$ cat src/rtl/dt_discretize_seq.sv
// Token sequencer for the shared exp/softplus cell: dt -> softplus -> delta,
// then streams dA[n] = exp(sat(delta*A[n])) for every state channel.
module dt_discretize_seq #(
  parameter int DATA_WIDTH = 16,
  parameter int FRAC_BITS  = 12,
  parameter int D_STATE    = 16,
  parameter int IDX_W      = $clog2(D_STATE)
) (
  input  logic                  clk,
  input  logic                  rst_n,
  input  logic                  in_valid,
  output logic                  in_ready,
  input  logic [DATA_WIDTH-1:0] in_dt,
  input  logic                  a_we,
  input  logic [IDX_W-1:0]      a_addr,
  input  logic [DATA_WIDTH-1:0] a_wdata,
  output logic                  cell_valid,
  output logic [DATA_WIDTH-1:0] cell_x,
  output logic                  cell_mode,
  input  logic [DATA_WIDTH-1:0] cell_y,
  input  logic                  cell_valid_out,
  output logic                  delta_valid,
  output logic [DATA_WIDTH-1:0] delta_out,
  output logic                  out_valid,
  input  logic                  out_ready,
  output logic [DATA_WIDTH-1:0] out_data,
  output logic [IDX_W-1:0]      out_idx,
  output logic                  out_last,
  output logic                  busy
);

  localparam int PW = 2 * DATA_WIDTH;
  localparam logic signed [PW-1:0] SAT_MAX = {{(DATA_WIDTH+1){1'b0}}, {(DATA_WIDTH-1){1'b1}}};
  localparam logic signed [PW-1:0] SAT_MIN = {{(DATA_WIDTH+1){1'b1}}, {(DATA_WIDTH-1){1'b0}}};
  localparam logic [IDX_W-1:0]     LAST_IDX = IDX_W'(D_STATE - 1);

  typedef enum logic [2:0] {IDLE, SP_ISSUE, SP_WAIT, EX_ISSUE, EX_WAIT, OUT_HOLD} state_t;

  state_t                 state, state_nxt;
  logic [DATA_WIDTH-1:0]  dt_reg;
  logic [IDX_W-1:0]       n;
  logic                   mode_q;
  logic [DATA_WIDTH-1:0]  a_tab [D_STATE];
  logic signed [PW-1:0]   prod, prod_sh;
  logic [DATA_WIDTH-1:0]  z_sat;

  // A table: writes land at the edge, so an EX_ISSUE read sees the old value.
  always_ff @(posedge clk or negedge rst_n)
    if (!rst_n) begin
      for (int i = 0; i < D_STATE; i++) a_tab[i] <= '0;
    end else if (a_we) begin
      a_tab[a_addr] <= a_wdata;
    end

  assign prod    = $signed(delta_out) * $signed(a_tab[n]);
  assign prod_sh = prod >>> FRAC_BITS;
  assign z_sat   = (prod_sh > SAT_MAX) ? SAT_MAX[DATA_WIDTH-1:0] :
                   (prod_sh < SAT_MIN) ? SAT_MIN[DATA_WIDTH-1:0] :
                                         prod_sh[DATA_WIDTH-1:0];

  assign in_ready  = (state == IDLE);
  assign busy      = (state != IDLE);
  assign cell_mode = (state == SP_ISSUE) ? 1'b0 : (state == EX_ISSUE) ? 1'b1 : mode_q;

  always_ff @(posedge clk or negedge rst_n)
    if (!rst_n) state <= IDLE;
    else        state <= state_nxt;

  always_comb begin
    state_nxt  = state;
    cell_valid = 1'b0;
    cell_x     = '0;
    case (state)
      IDLE:     if (in_valid) state_nxt = SP_ISSUE;
      SP_ISSUE: begin
        cell_valid = 1'b1;
        cell_x     = dt_reg;
        state_nxt  = SP_WAIT;
      end
      SP_WAIT:  if (cell_valid_out) state_nxt = EX_ISSUE;
      EX_ISSUE: begin
        cell_valid = 1'b1;
        cell_x     = z_sat;
        state_nxt  = EX_WAIT;
      end
      EX_WAIT:  if (cell_valid_out) state_nxt = OUT_HOLD;
      OUT_HOLD: if (out_ready) state_nxt = out_last ? IDLE : EX_ISSUE;
      default:  state_nxt = IDLE;
    endcase
  end

  always_ff @(posedge clk or negedge rst_n)
    if (!rst_n) begin
      dt_reg      <= '0;
      n           <= '0;
      mode_q      <= 1'b0;
      delta_valid <= 1'b0;
      delta_out   <= '0;
      out_valid   <= 1'b0;
      out_data    <= '0;
      out_idx     <= '0;
      out_last    <= 1'b0;
    end else begin
      delta_valid <= 1'b0;
      mode_q      <= cell_mode;
      case (state)
        IDLE: if (in_valid) dt_reg <= in_dt;
        SP_WAIT: if (cell_valid_out) begin
          delta_out   <= cell_y;
          delta_valid <= 1'b1;
          n           <= '0;
        end
        EX_WAIT: if (cell_valid_out) begin
          out_data  <= cell_y;
          out_idx   <= n;
          out_last  <= (n == LAST_IDX);
          out_valid <= 1'b1;
        end
        OUT_HOLD: if (out_ready) begin
          out_valid <= 1'b0;
          if (!out_last) n <= n + 1'b1;
        end
        default: ;
      endcase
    end

endmodule

$ cat config.mk
export PLATFORM = sky130hd
export DESIGN_NAME = dt_discretize_seq
export DESIGN_NICKNAME = d
export VERILOG_FILES = /design/src/rtl/dt_discretize_seq.sv
export SDC_FILE = /design/constraint.sdc
export NUM_CORES = 1
export LEC_CHECK = 0
export ABC_CLOCK_PERIOD_IN_PS = 8900
export CAP_MARGIN = 10
export CORE_MARGIN = 1.5
export CORE_UTILIZATION = 44
export DETAILED_ROUTE_END_ITERATION = 8
export GPL_TIMING_DRIVEN = 0
export PLACE_DENSITY = 0.71
export REMOVE_ABC_BUFFERS = 1
export SYNTH_ARGS = -nofsm -noshare
export SYNTH_HDL_FRONTEND = slang
export SYNTH_SLANG_ARGS = --single-unit
$ cat constraint.sdc
create_clock -name clk -period 8.9 [get_ports clk]
set_input_delay 1.78 -clock clk [delete_from_list [all_inputs] [get_ports clk]]
set_output_delay 1.78 -clock clk [all_outputs]
set_load 0.01 [all_outputs]
* Word-level counts from Yosys, hierarchy flattened
Cells that the tools add are included.
Operators by class: $add $sub $neg 1, multiply operators 1, order comparisons 5, eq/ne operators 11, multiplexer cells 27, bitwise gates (word level) 2, reduce and logical (&&, ||, !) cells 12
Operators by type and width (number):
- $bwmux W256 | 1
- $mux W16 | 5
- $bmux W16 S4 | 1
- $demux W16 S4 | 1
- $mul A16 B16 Y32 | 1
- $pmux W16 S2 | 1
- $gt A20 B16 Y1 const B | 1
- $lt A20 B16 Y1 const B | 1
- $pmux W3 S6 | 1
- $mux W3 | 4
- $mux W4 | 3
- $ge A5 B5 Y1 const B | 2
- $ne A2 B2 Y1 const B | 5
- $not A4 Y5 | 2
- $pmux W4 S2 | 1
- $reduce_and A4 Y1 | 2
- $mux W1 | 7
- $eq A3 B2 Y1 const B | 2
- $eq A3 B3 Y1 const B | 2
- $reduce_and A2 Y1 | 3
- $lt A5 B1 Y1 const B | 1
- $add A4 B1 Y4 const B | 1
- $eq A4 B4 Y1 const B | 1
- $reduce_bool A2 Y1 | 2
- other kinds (8) | 8
Word-level totals: bits in registers 319, input bits 58, output and inout port bits 59, word-level logic and storage cells 85

* Depth between registers and ports, before layout
depth in word-level cells 9, gate-level depth with buffers 35

* Worst setup path after synthesis
No wires, ideal clock.
kind register to output, start point register n[0], end point output cell_x[10], data arrival time 7908 ps, required time 7120 ps, slack -788 ps, stages on the path, launching flop included 32, buffers on the path 6, path through dfrtp_1 buf_4 buf_6 buf_1 mux4_2 a22oi_1 nand2_1 clkbuf_1 and2_1 fa_1 inv_1 fa_1 fa_1 inv_1 fa_1 fa_1 inv_1 fa_1 inv_1 ha_1 clkbuf_1 and3_1 nand2_1 a211o_1 a31oi_1 a21bo_2 a31o_1 o211ai_1 nor2_2 a31oi_4 buf_6 o211ai_2
On the way: word-level cells in the longest chain between the ends 9, elaborated cells between the ends (all ways) 10
Ends and longest elaborated chain:
- start: declaration | RTL line 41 | logic [IDX_W-1:0] n;
- start signal: assignment | RTL line 121 | if (!out_last) n <= n + 1'b1;
- $not A4 Y5 (implied by the code) (*) | RTL line 55 | assign prod = $signed(delta_out) * $signed(a_tab[n]);
- $bmux W16 S4 (*) | RTL line 55
- $mux W16 (implied by the code) (*) (2 in a row) | RTL line 55
- $mul A16 B16 Y32 (*) | RTL line 55
- $lt A20 B16 Y1 | RTL line 58 | (prod_sh < SAT_MIN) ? SAT_MIN[DATA_WIDTH-1:0] :
- $mux W16 | RTL line 58
- $mux W16 (*) | RTL line 57 | assign z_sat = (prod_sh > SAT_MAX) ? SAT_MAX[DATA_WIDTH-1:0] :
- $pmux W16 S2 (*) | RTL line 73 | case (state)
- end: declaration | RTL line 18 | output logic [DATA_WIDTH-1:0] cell_x,
Mark *: on every way between the ends. The rest lies on a longest branch, timed or not. The select of a mux whose other input is x is not followed.

* Worst setup path after layout
Ends and elaborated chain as after synthesis.

==> metrics <==
Worst Hold Class=reg2reg; RSZ-0062 raised after global routing=true; wire length of the first global-routing pass=104700 um; Place WS=-4.116 ns; CP Capture Type=output port; most frequent cells in the layout=315 x dfrtp_1, 307 x mux2_2, 287 x inv_1; Yosys top cell area share=32.47%; # H-tree levels=2; CTS Buffer Depth=3; FP Rows=86; most used cell, CP=fa_1; final hold viol count=0; Top reg by flops=a_tab; Seq cells post-synth=319; Worst slew margin=8.923%; FILL cells=4375; TritonCTS clock tree=built; initial antenna violation count=1; failing checks=setup timing; GR Overflow Total=0; I/O pin count=117; EDFF count, synth=0; via count=17410; initial core utilization=44.53%; required time worst endpoint=7.12 ns; core area=55200 um^2; Cell Area, Synth=24580 um^2; reg2reg path depth=6; Die Height=239.4 um; Mapped Cells=2154; worst clock skew=0.01579 ns; Top delay family on crit path=adder cells; CTS Hold Bufs=0; worst slew pin tran=1.366 ns; largest area contributor in the synthesized netlist=dfrtp_1; max reg flops=256; Worst Hold Depth=2; Clk pin slew, worst setup/hold paths=0.06 ns; Die ar.=57300 um^2; Crit path buffers/inverters=8; startpoint types=flip-flop; Synth Area per Inst=11.41 um^2; Root Driver=clkbuf_16; layout cell share with drive strength beyond 1=34.69%; Via-to-Cell Ratio=5.519; Fin Hold WS=0.4889 ns; number of detailed-route iterations in the first pass=5; NumNets Final=2781; Post-route DRC=0; Synth area leaders=dfrtp_1 32%, fa_1 21%, mux2_2 14%; FMAX=0.09890 GHz; DRT antenna net count=0; Final min period=10.11 ns; fin crit share=113.6%; Crit Path Max Fanout=7; CTS Buf Count=36; largest net degree at the start of global routing=120; Num Clock Sinks=319; Worst path depth=29; number of global-route vias before repair=18630; Post-Route WL=67980 um; peak per-stage delay on the critical path=0.54 ns; type of the worst setup path=reg2out; FFs w/ async S/R, synth=100.0%; Max Slew Vio Count=0; max-cap violations=0; sequential area share after synthesis=32.47%; slowest cell on the critical path=fa_1; commonest non-fill, non-tap cell in the layout=dfrtp_1; Routed WL per cell=21.55 um; setup violators final=16; Final HPWL DP=43120 um; drt initial violations=1115; Area Growth Syn to Fin=25.08%; unique cell type count in the Yosys netlist=68; Inserted Diodes=0; status=complete, but fails checks; IO Port Bufs=116; Placer Congestion=0.8810; Worst EP arrival=8.33 ns; Skew-Pair Late Insertion Delay=0.56 ns; die width=239.4 um; synth warn=0; gr usage total=23.69%; PnR worst setup slack=-1.211 ns; Synth Flop Type=dfrtp_1
-- logic make-up after synthesis --
| group | count (synthesis) | share of synthesized area [%] |
|---|---|---|
| AOI/OAI and AO/OA | 204 | 6.093 |
| xor gates and xnor gates | 30 | 1.069 |
| adders and majority gates | 341 | 25.33 |
| buffers and inverters | 429 | 6.825 |
| DFF | 319 | 32.47 |
| muxes | 409 | 19.64 |
| and+or+nand+nor | 422 | 8.571 |
-- per-stage QoR --
step / TNS (ns) / instances / util [%] / cell area (um^2)
after global routing: -23.16 / 3155 / 55.70 / 30750
after floorplan: -53.73 / 2030 / - / 24050
final: -18.98 / 3155 / 55.70 / 30750
after CTS: -18.44 / 3108 / 54.24 / 29940
after global placement: -2325.32 / 2894 / 47.37 / 26150
after detailed placement: -64.51 / 2913 / 48.23 / 26620
-- layer usage --
metal,part of all wire (%),vias to the layer above,global-route usage [%]
li1,-,7562,-
met3,6.6,170,4.368
met1,42,9065,30.97
met4,3.6,2,9.570
met5,0.019,-,0
met2,48,615,38.94
-- worst register-to-register path: stages, from the launching register on --
cell and delay (ns):
dfrtp_1 0.70, nand2_1 0.19, nor3_2 0.69, nand2b_1 0.30
nand3_1 0.14, xnor2_1 0.24, nor2_1 0.06
-- layout make-up --
cell class,count,area [um^2],share of cell area [%]
timing repair buffer,307,3333,10.84
multi-input combinational,1412,16100,52.35
clock inverter,14,158.9,0.5168
tap,748,935.9,3.044
inverter,305,1156,3.760
clock buffer,49,1061,3.451
sequential,319,7998,26.01
timing repair inverter,1,7.507,0.02442
-- cells in the mapped netlist, drive strengths merged, types with 7 or more instances --
cell and n:
dfrtp 319, mux2 307, inv 304, fa 261, nand2 167, and2 122, clkbuf 102, ha 80
mux2i 74, nor2 48, a21oi 40, o21ai 38, a221oi 31, mux4 28, buf 22, xnor2 22
a22oi 21, nand2b 17, o211ai 17, nor2b 16, nand4 14, a21o 12, nand3 10, nor3 10
a31oi 8, xor2 8, o21bai 7
-- what timing repair did --
item                       CTS  global route
setup endpoints to repair   16            16
buffers inserted           119            44
pin swaps                  106            99
cloned                      15             4
resized for setup          277           100
-- worst paths after layout --
path | from | end | slack [ns]
setup / recovery | n[0]$_DFFE_PN0P_ | cell_x[10] | -1.21
hold / removal | mode_q$_DFF_PN0_ | mode_q$_DFF_PN0_ | 0.49
setup reg to reg | state[1]$_DFFE_PN0P_ | n[3]$_DFFE_PN0P_ | 6.43
hold reg to reg | mode_q$_DFF_PN0_ | mode_q$_DFF_PN0_ | 0.49
max in group asynchronous | rst_n | a_tab[131]$_DFFE_PN0P_ | 6.09
min in group asynchronous | rst_n | a_tab[76]$_DFFE_PN0P_ | 1.24
Power is not shown: default switching activity piles up to over one toggle a cycle in this logic, so the estimate is an artifact.
